File: config.mk
export PLATFORM = sky130hd
export DESIGN_NAME = bp_pht_ctrl_flat
export DESIGN_NICKNAME = d
export VERILOG_FILES = /design/src/rtl/bp_pkg.sv /design/src/rtl/bp_pht_ctrl_if.sv /design/src/rtl/mp_ooo_2_port_256_entry_2_bit.sv /design/src/rtl/bp_pht_ctrl.sv /design/src/flat_wrapper.sv
export SDC_FILE = /design/constraint.sdc
export NUM_CORES = 1
export LEC_CHECK = 0
export ABC_AREA = 0
export BUFFER_PORTS_ARGS = -buffer_cell sky130_fd_sc_hd__buf_2
export CAP_MARGIN = 0
export CORE_MARGIN = 5
export CORE_UTILIZATION = 42
export CTS_BUF_LIST = sky130_fd_sc_hd__clkbuf_8
export DETAILED_ROUTE_END_ITERATION = 8
export PLACE_DENSITY = 0.56
export SETUP_SLACK_MARGIN = 0.3
export SLEW_MARGIN = 15
export SYNTH_ARGS = -nofsm -noshare
export SYNTH_HDL_FRONTEND = slang
export SYNTH_SLANG_ARGS = --single-unit
File: constraint.sdc
create_clock -name clk -period 8 [get_ports clk]
set_input_delay 0.8 -clock clk [delete_from_list [all_inputs] [get_ports clk]]
set_output_delay 0.8 -clock clk [all_outputs]
set_load 0.01 [all_outputs]
File: src/rtl/bp_pkg.sv
// Shared branch-predictor PHT definitions: widths, counter type, reset-sweep value,
// controller state encoding and the 2-bit saturating counter helpers.
package bp_pkg;

    localparam int PHT_INDEX_WIDTH = 8;
    localparam int CTR_WIDTH       = 2;

    typedef logic [CTR_WIDTH-1:0] pht_ctr_t;

    localparam pht_ctr_t INIT_VALUE = 2'b01;

    typedef enum logic [1:0] {
        INIT  = 2'b00,
        IDLE  = 2'b01,
        WRITE = 2'b10
    } pht_state_t;

    function automatic pht_ctr_t sat_inc(input pht_ctr_t ctr);
        if (ctr == 2'b11) begin
            sat_inc = ctr;
        end else begin
            sat_inc = ctr + 2'b01;
        end
    endfunction

    function automatic pht_ctr_t sat_dec(input pht_ctr_t ctr);
        if (ctr == 2'b00) begin
            sat_dec = ctr;
        end else begin
            sat_dec = ctr - 2'b01;
        end
    endfunction

endpackage

File: src/rtl/bp_pht_ctrl_if.sv
// Fetch/commit facing handshake bundle of the PHT controller.
interface bp_pht_ctrl_if #(
    parameter int INDEX_WIDTH = bp_pkg::PHT_INDEX_WIDTH,
    parameter int CTR_WIDTH   = bp_pkg::CTR_WIDTH
);
    logic                   pred_valid;
    logic [INDEX_WIDTH-1:0] pred_index;
    logic                   pred_ready;
    logic                   pred_resp_valid;
    logic                   pred_taken;
    logic [CTR_WIDTH-1:0]   pred_counter;
    logic                   upd_valid;
    logic [INDEX_WIDTH-1:0] upd_index;
    logic                   upd_taken;
    logic                   upd_ready;
    logic                   init_done;

    modport master (
        output pred_valid, pred_index, upd_valid, upd_index, upd_taken,
        input  pred_ready, pred_resp_valid, pred_taken, pred_counter, upd_ready, init_done
    );

    modport slave (
        input  pred_valid, pred_index, upd_valid, upd_index, upd_taken,
        output pred_ready, pred_resp_valid, pred_taken, pred_counter, upd_ready, init_done
    );
endinterface

File: src/rtl/mp_ooo_2_port_256_entry_2_bit.sv
// Behavioural model of the OpenRAM 2-port PHT macro: port 0 read-only, port 1 read/write.
// Inputs are registered at the clock edge; the array itself has no reset.
module mp_ooo_2_port_256_entry_2_bit #(
    parameter int ADDR_WIDTH = 8,
    parameter int DATA_WIDTH = 2
) (
    input  logic                  clk0,
    input  logic                  csb0,
    input  logic [ADDR_WIDTH-1:0] addr0,
    output logic [DATA_WIDTH-1:0] dout0,
    input  logic                  clk1,
    input  logic                  csb1,
    input  logic                  web1,
    input  logic [ADDR_WIDTH-1:0] addr1,
    input  logic [DATA_WIDTH-1:0] din1,
    output logic [DATA_WIDTH-1:0] dout1
);
    logic [DATA_WIDTH-1:0] mem [2**ADDR_WIDTH];
    logic                  csb0_r;
    logic [ADDR_WIDTH-1:0] addr0_r;
    logic                  csb1_r;
    logic                  web1_r;
    logic [ADDR_WIDTH-1:0] addr1_r;
    logic [DATA_WIDTH-1:0] din1_r;

    // Port 0 input capture.
    always_ff @(posedge clk0) begin
        csb0_r  <= csb0;
        addr0_r <= addr0;
    end

    // Port 1 input capture; a registered write lands in the array on the following edge.
    always_ff @(posedge clk1) begin
        csb1_r  <= csb1;
        web1_r  <= web1;
        addr1_r <= addr1;
        din1_r  <= din1;
        if (!csb1_r && !web1_r) begin
            mem[addr1_r] <= din1_r;
        end
    end

    assign dout0 = csb0_r ? {DATA_WIDTH{1'b0}} : mem[addr0_r];
    assign dout1 = csb1_r ? {DATA_WIDTH{1'b0}} : mem[addr1_r];

endmodule

File: src/rtl/bp_pht_ctrl.sv
// PHT controller: reset sweep, single-cycle predict reads on port 0 and
// read-modify-write counter updates on port 1 with write-to-read forwarding.
module bp_pht_ctrl #(
    parameter int                   INDEX_WIDTH = bp_pkg::PHT_INDEX_WIDTH,
    parameter int                   CTR_WIDTH   = bp_pkg::CTR_WIDTH,
    parameter logic [CTR_WIDTH-1:0] INIT_VALUE  = bp_pkg::INIT_VALUE
) (
    input  logic          clk,
    input  logic          rst_n,
    bp_pht_ctrl_if.slave  bus
);
    import bp_pkg::*;

    localparam logic [INDEX_WIDTH-1:0] LAST_IDX = {INDEX_WIDTH{1'b1}};
    localparam logic [INDEX_WIDTH-1:0] IDX_ONE  = {{(INDEX_WIDTH-1){1'b0}}, 1'b1};

    pht_state_t             state_r;
    pht_state_t             state_nxt_s;
    logic [INDEX_WIDTH-1:0] sweep_idx_r;
    logic [INDEX_WIDTH-1:0] upd_idx_r;
    logic                   upd_taken_r;
    logic                   pend_valid_r;
    logic [INDEX_WIDTH-1:0] pend_idx_r;
    logic [CTR_WIDTH-1:0]   pend_ctr_r;
    logic                   resp_valid_r;
    logic [INDEX_WIDTH-1:0] resp_idx_r;
    logic                   pred_ready_r;
    logic                   upd_ready_r;
    logic                   init_done_r;

    logic                   pred_accept_s;
    logic                   upd_accept_s;
    logic [INDEX_WIDTH-1:0] addr1_s;
    logic [CTR_WIDTH-1:0]   din1_s;
    logic                   web1_s;
    logic [CTR_WIDTH-1:0]   dout0_s;
    logic [CTR_WIDTH-1:0]   dout1_s;
    logic [CTR_WIDTH-1:0]   new_ctr_s;
    logic [CTR_WIDTH-1:0]   resp_ctr_s;

    assign pred_accept_s = bus.pred_valid & pred_ready_r;
    assign upd_accept_s  = bus.upd_valid & upd_ready_r;
    assign new_ctr_s     = upd_taken_r ? sat_inc(dout1_s) : sat_dec(dout1_s);

    // Next state and port-1 drive; web1 is explicit every cycle so no write repeats.
    always_comb begin
        state_nxt_s = state_r;
        addr1_s     = bus.upd_index;
        din1_s      = {CTR_WIDTH{1'b0}};
        web1_s      = 1'b1;
        case (state_r)
            INIT: begin
                addr1_s = sweep_idx_r;
                din1_s  = INIT_VALUE;
                web1_s  = 1'b0;
                if (sweep_idx_r == LAST_IDX) begin
                    state_nxt_s = IDLE;
                end else begin
                    state_nxt_s = INIT;
                end
            end
            IDLE: begin
                if (upd_accept_s) begin
                    state_nxt_s = WRITE;
                end else begin
                    state_nxt_s = IDLE;
                end
            end
            WRITE: begin
                addr1_s     = upd_idx_r;
                din1_s      = new_ctr_s;
                web1_s      = 1'b0;
                state_nxt_s = IDLE;
            end
            default: begin
                state_nxt_s = INIT;
            end
        endcase
    end

    // Controller state, sweep index, update capture and handshake outputs.
    always_ff @(posedge clk or negedge rst_n) begin
        if (!rst_n) begin
            state_r      <= INIT;
            sweep_idx_r  <= {INDEX_WIDTH{1'b0}};
            upd_idx_r    <= {INDEX_WIDTH{1'b0}};
            upd_taken_r  <= 1'b0;
            pred_ready_r <= 1'b0;
            upd_ready_r  <= 1'b0;
            init_done_r  <= 1'b0;
        end else begin
            state_r <= state_nxt_s;
            if (state_r == INIT) begin
                sweep_idx_r <= sweep_idx_r + IDX_ONE;
            end else begin
                sweep_idx_r <= {INDEX_WIDTH{1'b0}};
            end
            if (upd_accept_s) begin
                upd_idx_r   <= bus.upd_index;
                upd_taken_r <= bus.upd_taken;
            end
            pred_ready_r <= (state_nxt_s != INIT);
            init_done_r  <= (state_nxt_s != INIT);
            upd_ready_r  <= (state_nxt_s == IDLE);
        end
    end

    // Pending-write and predict-response tracking; pending lives only for the commit cycle.
    always_ff @(posedge clk or negedge rst_n) begin
        if (!rst_n) begin
            pend_valid_r <= 1'b0;
            pend_idx_r   <= {INDEX_WIDTH{1'b0}};
            pend_ctr_r   <= {CTR_WIDTH{1'b0}};
            resp_valid_r <= 1'b0;
            resp_idx_r   <= {INDEX_WIDTH{1'b0}};
        end else begin
            pend_valid_r <= (state_r == WRITE);
            if (state_r == WRITE) begin
                pend_idx_r <= upd_idx_r;
                pend_ctr_r <= new_ctr_s;
            end
            resp_valid_r <= pred_accept_s;
            if (pred_accept_s) begin
                resp_idx_r <= bus.pred_index;
            end
        end
    end

    // A response coinciding with the not-yet-committed write to its index takes the new value.
    always_comb begin
        resp_ctr_s = {CTR_WIDTH{1'b0}};
        if (resp_valid_r) begin
            if (pend_valid_r && (pend_idx_r == resp_idx_r)) begin
                resp_ctr_s = pend_ctr_r;
            end else begin
                resp_ctr_s = dout0_s;
            end
        end else begin
            resp_ctr_s = {CTR_WIDTH{1'b0}};
        end
    end

    assign bus.pred_ready      = pred_ready_r;
    assign bus.upd_ready       = upd_ready_r;
    assign bus.init_done       = init_done_r;
    assign bus.pred_resp_valid = resp_valid_r;
    assign bus.pred_counter    = resp_ctr_s;
    assign bus.pred_taken      = resp_ctr_s[CTR_WIDTH-1];

    mp_ooo_2_port_256_entry_2_bit #(
        .ADDR_WIDTH (INDEX_WIDTH),
        .DATA_WIDTH (CTR_WIDTH)
    ) u_pht_sram (
        .clk0  (clk),
        .csb0  (1'b0),
        .addr0 (bus.pred_index),
        .dout0 (dout0_s),
        .clk1  (clk),
        .csb1  (1'b0),
        .web1  (web1_s),
        .addr1 (addr1_s),
        .din1  (din1_s),
        .dout1 (dout1_s)
    );

endmodule

File: src/flat_wrapper.sv
// flat-port wrapper written by rule: the top's interface ports become plain ports
module bp_pht_ctrl_flat import bp_pkg::*;
#(
    parameter int                   INDEX_WIDTH = bp_pkg::PHT_INDEX_WIDTH,
    parameter int                   CTR_WIDTH   = bp_pkg::CTR_WIDTH,
    parameter logic [CTR_WIDTH-1:0] INIT_VALUE  = bp_pkg::INIT_VALUE
)
  (clk, rst_n, bus_pred_valid, bus_pred_index, bus_upd_valid, bus_upd_index, bus_upd_taken, bus_pred_ready, bus_pred_resp_valid, bus_pred_taken, bus_pred_counter, bus_upd_ready, bus_init_done);
  bp_pht_ctrl_if #(.INDEX_WIDTH(INDEX_WIDTH), .CTR_WIDTH(CTR_WIDTH)) bus_i ();
  input  logic clk;
  input  logic rst_n;
  input wire logic [$bits(bus_i.pred_valid)-1:0] bus_pred_valid;
  input wire logic [$bits(bus_i.pred_index)-1:0] bus_pred_index;
  input wire logic [$bits(bus_i.upd_valid)-1:0] bus_upd_valid;
  input wire logic [$bits(bus_i.upd_index)-1:0] bus_upd_index;
  input wire logic [$bits(bus_i.upd_taken)-1:0] bus_upd_taken;
  output wire logic [$bits(bus_i.pred_ready)-1:0] bus_pred_ready;
  output wire logic [$bits(bus_i.pred_resp_valid)-1:0] bus_pred_resp_valid;
  output wire logic [$bits(bus_i.pred_taken)-1:0] bus_pred_taken;
  output wire logic [$bits(bus_i.pred_counter)-1:0] bus_pred_counter;
  output wire logic [$bits(bus_i.upd_ready)-1:0] bus_upd_ready;
  output wire logic [$bits(bus_i.init_done)-1:0] bus_init_done;
  assign bus_i.pred_valid = bus_pred_valid;
  assign bus_i.pred_index = bus_pred_index;
  assign bus_i.upd_valid = bus_upd_valid;
  assign bus_i.upd_index = bus_upd_index;
  assign bus_i.upd_taken = bus_upd_taken;
  assign bus_pred_ready = bus_i.pred_ready;
  assign bus_pred_resp_valid = bus_i.pred_resp_valid;
  assign bus_pred_taken = bus_i.pred_taken;
  assign bus_pred_counter = bus_i.pred_counter;
  assign bus_upd_ready = bus_i.upd_ready;
  assign bus_init_done = bus_i.init_done;
  bp_pht_ctrl #(.INDEX_WIDTH(INDEX_WIDTH), .CTR_WIDTH(CTR_WIDTH), .INIT_VALUE(INIT_VALUE)) u_core (.clk(clk), .rst_n(rst_n), .bus(bus_i));
endmodule
==> results of run 1 <==
[sequential cells by signal (all words and copies together), names as in the netlist, 2 cells and up, named ones only]
signal / flops
u_core.pend_idx_r: 8
u_core.upd_idx_r: 8
u_core.u_pht_sram.mem: 512
u_core.u_pht_sram.addr1_r: 8
u_core.sweep_idx_r: 8
u_core.resp_idx_r: 8
u_core.state_r: 2
u_core.u_pht_sram.din1_r: 2
u_core.pend_ctr_r: 2
[routing by layer]
metal	global-route usage [%]	vias to the layer above	wire length, microns
li1	-	6586	-
met1	32.5	8687	33000
met2	35.0	881	37100
met3	4.92	117	7530
met4	6.53	2	2020
met5	0	-	11
[stage by stage]
step           instances  hold slack (ns)  area (sq um)
4_1_cts             2575            0.147         30000
2_1_floorplan       1618            0.455         27200
3_5_place_dp        2397            0.489         28100
6_report            2576            0.212         30000
5_1_grt             2576            0.180         30000
3_3_place_gp        2397            0.487         28100
[cell families (layout without fill, tap and decap cells)]
logic type,after synthesis,after routing,share of synthesized area (%)
buffers and inverters,143,245,2.29
adders and majority gates,2,2,0.0875
other,0,1,0
muxes,340,340,25.9
and+or+nand+nor,445,445,6.98
xor gates and xnor gates,14,14,0.451
DFF,572,572,61.7
AOI/OAI and AO/OA,102,102,2.55
[power by group]
part	leakage (nW)	total [W]	internal [W]	switching, W
Sequential	5.23	0.00399	0.00364	0.000349
Clock	1.08	0.00251	0.00130	0.00121
Combinational	2.98	0.00252	0.000982	0.00154
[worst max path at each step]
| stage | startpoint | end | slack (ns) | depth (start not counted) |
|---|---|---|---|---|
| after detailed placement | flop | bus_pred_counter[1] | 3.21 | 8 |
| after floorplan | u_core.u_pht_sram.din1_r[0]$_DFF_P_ | u_core.u_pht_sram.mem[0][0]$_DFFE_PP_ | 3.77 | 0 |
| after global placement | flop | bus_pred_taken | 3.23 | 8 |
| final | flop | bus_pred_counter[1] | 2.54 | 7 |
| after CTS | flop | bus_pred_counter[1] | 2.42 | 8 |
| after global routing | flop | bus_pred_counter[1] | 2.27 | 8 |
[cell usage in the layout, fill, tap and decap left out, types with 4 or more instances in the layout]
cell type  Yosys  layout
nand2b_1       8       8
a31oi_1        6       6
dfxtp_1       19      10
a22oi_1       42      42
mux2_2        19      19
dfxtp_4        0       6
o21ai_0       10      10
dfrtp_1       41      41
nor2_1       282     281
clkbuf_8       0     104
nor3_1         6       6
buf_2         26      27
nand2_1       71      68
inv_1          8      48
clkinv_2       0      11
xnor2_1       11      11
mux4_2       288     288
edfxtp_1     512     512
buf_4          6      27
nor4_1         6       6
mux2i_1       32      32
buf_12         0       4
nor2b_1       23      21
nand3_2        0       4
clkinv_1       1      15
a21oi_1       23      23
a211oi_1       5       5
nor3b_1        4       4
nand3_1       23      19
[layout make-up]
cell class | count | share of cell area (%)
flip-flops and latches | 572 | 56.1
multi-input cells | 903 | 32.7
clock buffers | 104 | 4.78
well taps | 855 | 3.57
repair buffers | 58 | 1.39
clock inverters | 74 | 1.33
inverters | 9 | 0.113
diodes | 1 | 0.00835
==> results by group, run 1 <==
Clock network
  – Post-CTS sizing: 0
  – CTS clk-pin slew, worst paths: 0.06 ns
  – CTS H-Tree Depth: 3
  – Total CTS buffers: 97
  – CTS sink cnt: 572
  – Post-CTS Setup Inserts: 0
  – CTS tree: built
  – CTS Buffer Depth: 3
  – # hold bufs at CTS: 0
  – Clock Latency Late Sink: 0.70 ns
  – Clk root buf: clkbuf_8

Place
  – Port-buffer cells: 27
  – Post-DP HPWL: between 40 and 50 mm
  – RePlAce Congestion: roughly 0.85
  – DP Worst Slack: ~3.2 ns

Critical path
  – Worst path cell trace: buf_12 > mux4_2 > mux4_2 > mux4_2 > a22oi_1 > o211ai_1 > buf_2
  – Endpoint type of the worst setup path: primary output
  – CP dominant cell by count: mux4_2
  – FF-to-FF End: u_core.pend_ctr_r[1]$_DFFE_PN0P_
  – Flop-to-flop setup slack: 3.56 ns
  – Crit-path max cell delay: around 0.83 ns
  – Crit start category: flop
  – Buf+Inv Stages, Crit Path: 2
  – Critical path class: flop to primary output
  – RR Startpoint: u_core.u_pht_sram.addr1_r[1]$_DFF_P_
  – Cell depth of the worst flop-to-flop path: 9
  – Top Family by Delay on Critical Path: multiplexers
  – Crit path DAT: 4.66 ns
  – CP max FO: 65
  – Required @ worst endpoint: 7.20 ns
  – Worst path slowest cell: dfxtp_4

Synthesis
  – Top cells by area, synth: edfxtp_1, mux4_2, nor2_1, dfrtp_1, dfxtp_1
  – Post-synth top area share: 56.6%
  – Post-Synthesis Cells: roughly 1,600
  – Register area share after synthesis: 61.7%
  – Asr flop ratio synth: under 10%
  – Post-synthesis cell type count: 54
  – Syn avg cell area: 16.8 sq um
  – Most frequent cell after synthesis: edfxtp_1
  – Flops & latches, synth: 572
  – Post-synth EDFFs: between 500 and 600
  – Yosys warnings: 0
  – Synthesized Nets: 1,640
  – Synth cell count leaders: edfxtp_1, mux4_2, nor2_1, clkbuf_1, nand2_1
  – Largest area contributor in the netlist: edfxtp_1
  – Top FF cell, synth: edfxtp_1
  – Synthesized area: approximately 0.027 sq mm

Global routing
  – Largest net degree at the start of global routing: ~110
  – Initial antenna violation count: 2
  – Vias in the first global route: ~17,000
  – GRT Util Overall: 22.5%
  – First-pass GRT wire length: 116 mm
  – Total gr overflow: 0

Status
  – Status: finished, final reports clean

Detailed routing
  – Vias per inst: ~6.3
  – Initial DRC count: 2,032
  – DR WL/cell: 30.9 microns
  – Detailed Routing Iterations Pass 1: 5
  – WL final: 79.7 mm
  – ANT nets after route: 0
  – Via count: 16,300
  – Residual DRC count: 0

STA
  – Slew headroom: 25.6%
  – Slew Limit Fails: 0
  – Fmax: 0.183 GHz
  – Min Tclk post-route: 5.46 ns
  – Clock skew: 0.0401 ns
  – RSZ-0062 raised after global routing: false
  – Worst slew pin tran: 1.12 ns
  – Hold Vio Cnt, Final: 0
  – Fin worst setup slack: roughly 2.5 ns
  – Final worst path period share: 68.2%
  – Final setup fails: 0
  – Setup_tns: 0 ns

Finish
  – Nets: 1,663
  – Fraction of layout cells with a size suffix above 1: between 30% and 40%
  – Multi-input logic area: 0.00981 sq mm
  – Area growth from synthesis to layout: 10.3%
  – FILL cells: 5,544
  – Final core occ: a little under half
  – Sequential cell area: 0.0168 sq mm

Power
  – Pwr/cell area: 301 mW/mm^2
  – Leakage: about 9.3 nW
  – Pwr Total: 0.00902 W
  – Maximum vdd drop: 234 uV

Hold path
  – Worst min path class: input port to flop
  – Hold path cells: 1
  – HP Start: bus_pred_index[4]

Job
  – Max-cap violations: 0

Floorplanning
  – Core ar.: approximately 0.064 sq mm
  – Starting density of the core: 42.3%
  – Chip height: roughly 260 microns
  – Die Footprint: 0.0699 sq mm
  – Die span in x: 264 microns
  – Rows: 93
  – Top Ports: 28
(Power assumes the default switching activity.)
==> inputs of run 2 (changes only) <==
- clock period: 8 -> 5.4 ns (I/O delays scaled with it)
==> run 2 against run 1 <==
Effect of this change:
- register-to-register slack got worse by 2.5 ns
- critical path type unchanged
- highest routed layer unchanged
- critical path depth did not move
- clock skew is 0.017 ns lower
==> results by group, run 2 (synthesis gave the netlist of run 1 again) <==
Clock network
  – Total CTS buffers: between 90 and 100
  – CTS sink cnt: about 570
  – CTS H-Tree Depth: 3
  – Clk root buf: clkbuf_8
  – Post-CTS sizing: 0
  – CTS Buffer Depth: 3
  – CTS clk-pin slew, worst paths: 0.06 ns
  – CTS tree: built
  – Clock Latency Late Sink: 0.70 ns

STA
  – Final worst path period share: 87.8%
  – Hold Vio Cnt, Final: 0
  – RSZ-0062 raised after global routing: false
  – Setup_tns: 0 ns
  – Hold Slack: 0.0976 ns
  – Slew headroom: around a fifth
  – Fmax: 0.211 GHz
  – Slew Limit Fails: 0
  – Final setup fails: 0
  – Min Tclk post-route: 4.74 ns
  – Worst slew pin tran: 1.22 ns
  – Clock skew: 0.0229 ns

Finish
  – Nets: approximately 1,700
  – Multi-input logic area: 0.00981 sq mm
  – Fraction of layout cells with a size suffix above 1: 30.3%
  – Non-Filler Instances: 2,586
  – Largest register FFs: 512
  – Final core occ: 47.1%
  – Sequential cell area: 0.0168 sq mm
  – FILL cells: 5,516
  – Leading cell types in the layout, fill and taps excluded: edfxtp_1, mux4_2, nor2_1
  – Most common cell after layout, fill and taps aside: edfxtp_1
  – Area growth from synthesis to layout: 11.2%
  – Largest register by flop count: u_core.u_pht_sram.mem

Critical path
  – Crit start category: flop
  – Worst path cell trace: buf_12 > mux4_2 > mux4_2 > mux4_2 > a22oi_1 > o211ai_1 > buf_2
  – Critical path class: flop to primary output
  – Required @ worst endpoint: about 4.9 ns
  – RR Startpoint: u_core.u_pht_sram.addr1_r[1]$_DFF_P_
  – Endpoint type of the worst setup path: primary output
  – CP dominant cell by count: mux4_2
  – Cell depth of the worst flop-to-flop path: 9
  – Crit path DAT: approximately 4.2 ns
  – FF-to-FF End: u_core.pend_ctr_r[0]$_DFFE_PN0P_
  – Worst path slowest cell: dfxtp_4
  – Critical Path Sink: bus_pred_counter[1]
  – Crit-path max cell delay: 0.65 ns
  – CP max FO: 41
  – Flop-to-flop setup slack: 1.09 ns

Global routing
  – Initial antenna violation count: 2
  – Grt met1 use: between 30% and 40%
  – Largest net degree at the start of global routing: about 160
  – Grt met2 use: 35.6%
  – Busiest grt layer: met2
  – Met3 usage: 5.68%
  – First-pass GRT wire length: 116 mm
  – Vias in the first global route: 16,700
  – GRT Util Overall: between 20% and 30%
  – Total gr overflow: 0

Detailed routing
  – Detailed Routing Iterations Pass 1: 5
  – Vias per inst: 6.24
  – Residual DRC count: 0
  – Via count: approximately 16,000
  – WL final: around 80 mm
  – DR WL/cell: 30.9 microns
  – Initial DRC count: between 1,500 and 2,000
  – ANT nets after route: 0

Floorplanning
  – Starting density of the core: between 40% and 50%
  – Die span in x: 264 microns
  – Die Footprint: 0.0699 sq mm
  – Top Ports: 28
  – Core ar.: 0.0642 sq mm
  – Chip height: 264 microns
  – Rows: 93

Job
  – Max-cap violations: 0

Place
  – Port-buffer cells: 27
  – Post-DP HPWL: 49.9 mm
  – RePlAce Congestion: 0.880
  – Post-Place Cells: between 2,000 and 2,500

Status
  – Status: finished, final reports clean

Hold path
  – Worst min path class: input port to flop

Power
  – Maximum vdd drop: 296 uV
  – Leakage: 9.35 nW
  – Pwr/cell area: 444 mW/mm^2
==> run 2: cell type report <==
cell class	count	share of cell area, %
Inverter	9	0.112
Tap cell	855	3.54
Clock inverter	66	1.25
Timing Repair Buffer	75	2.28
Sequential cell	572	55.6
Antenna cell	2	0.0166
Multi-Input combinational cell	903	32.5
Clock buffer	104	4.74
==> run 2: worst max-delay path, delay by kind of cell (launching register included) <==
kind	cells	cell delay, ns
AOI/OAI and AO/OA	2	0.57
buffers and inverters	2	0.55
muxes	3	1.66
DFF	1	0.65
==> run 2: worst min-delay path by stage <==
stage / start / endpoint / slack [ns] / cells past startpoint
final: bus_upd_index[6] / u_core.u_pht_sram.addr1_r[6]$_DFF_P_ / 0.1 / 3
after global routing: bus_upd_taken / u_core.upd_taken_r$_DFFE_PN0P_ / 0.07 / 2
after detailed placement: u_core.pend_idx_r[2]$_DFFE_PN0P_ / u_core.pend_idx_r[2]$_DFFE_PN0P_ / 0.49 / 2
after global placement: u_core.pend_idx_r[2]$_DFFE_PN0P_ / u_core.pend_idx_r[2]$_DFFE_PN0P_ / 0.49 / 2
after CTS: bus_upd_taken / u_core.upd_taken_r$_DFFE_PN0P_ / 0.03 / 2
after floorplan: rst_n / u_core.bus.pred_ready$_DFF_PN0_ / 0.24 / 0
==> run 2: through the flow <==
step / worst slack (ns) / instance area [sq um] / total power, W
after floorplan: 1.17 / 27200 / 0.00834
after global placement: 1.15 / 28300 / 0.00976
after detailed placement: 1.18 / 28300 / 0.00978
after CTS: 0.610 / 30200 / 0.0135
after global routing: 0.449 / 30200 / 0.0140
final: 0.659 / 30200 / 0.0134
==> run 2: layer usage <==
metal	up-vias	part of all wire [%]	routed length, microns
li1	6596	-	-
met1	8527	40	31600
met2	847	47	37900
met3	162	9.7	7790
met4	2	3.4	2730
met5	-	0.014	11
==> run 2: power breakdown <==
| group | internal (W) | switching [W] |
|---|---|---|
| Clock | 0.00195 | 0.00176 |
| Sequential | 0.00539 | 0.000517 |
| Combinational | 0.00154 | 0.00227 |
==> run 2: what timing repair did <==
action | 4_1_cts | 5_1_grt
endpoints found under the hold margin | 49 | 0
hold buffers | 9 | 0
endpoints found under the setup margin | 0 | 0
setup buffers | 0 | 0
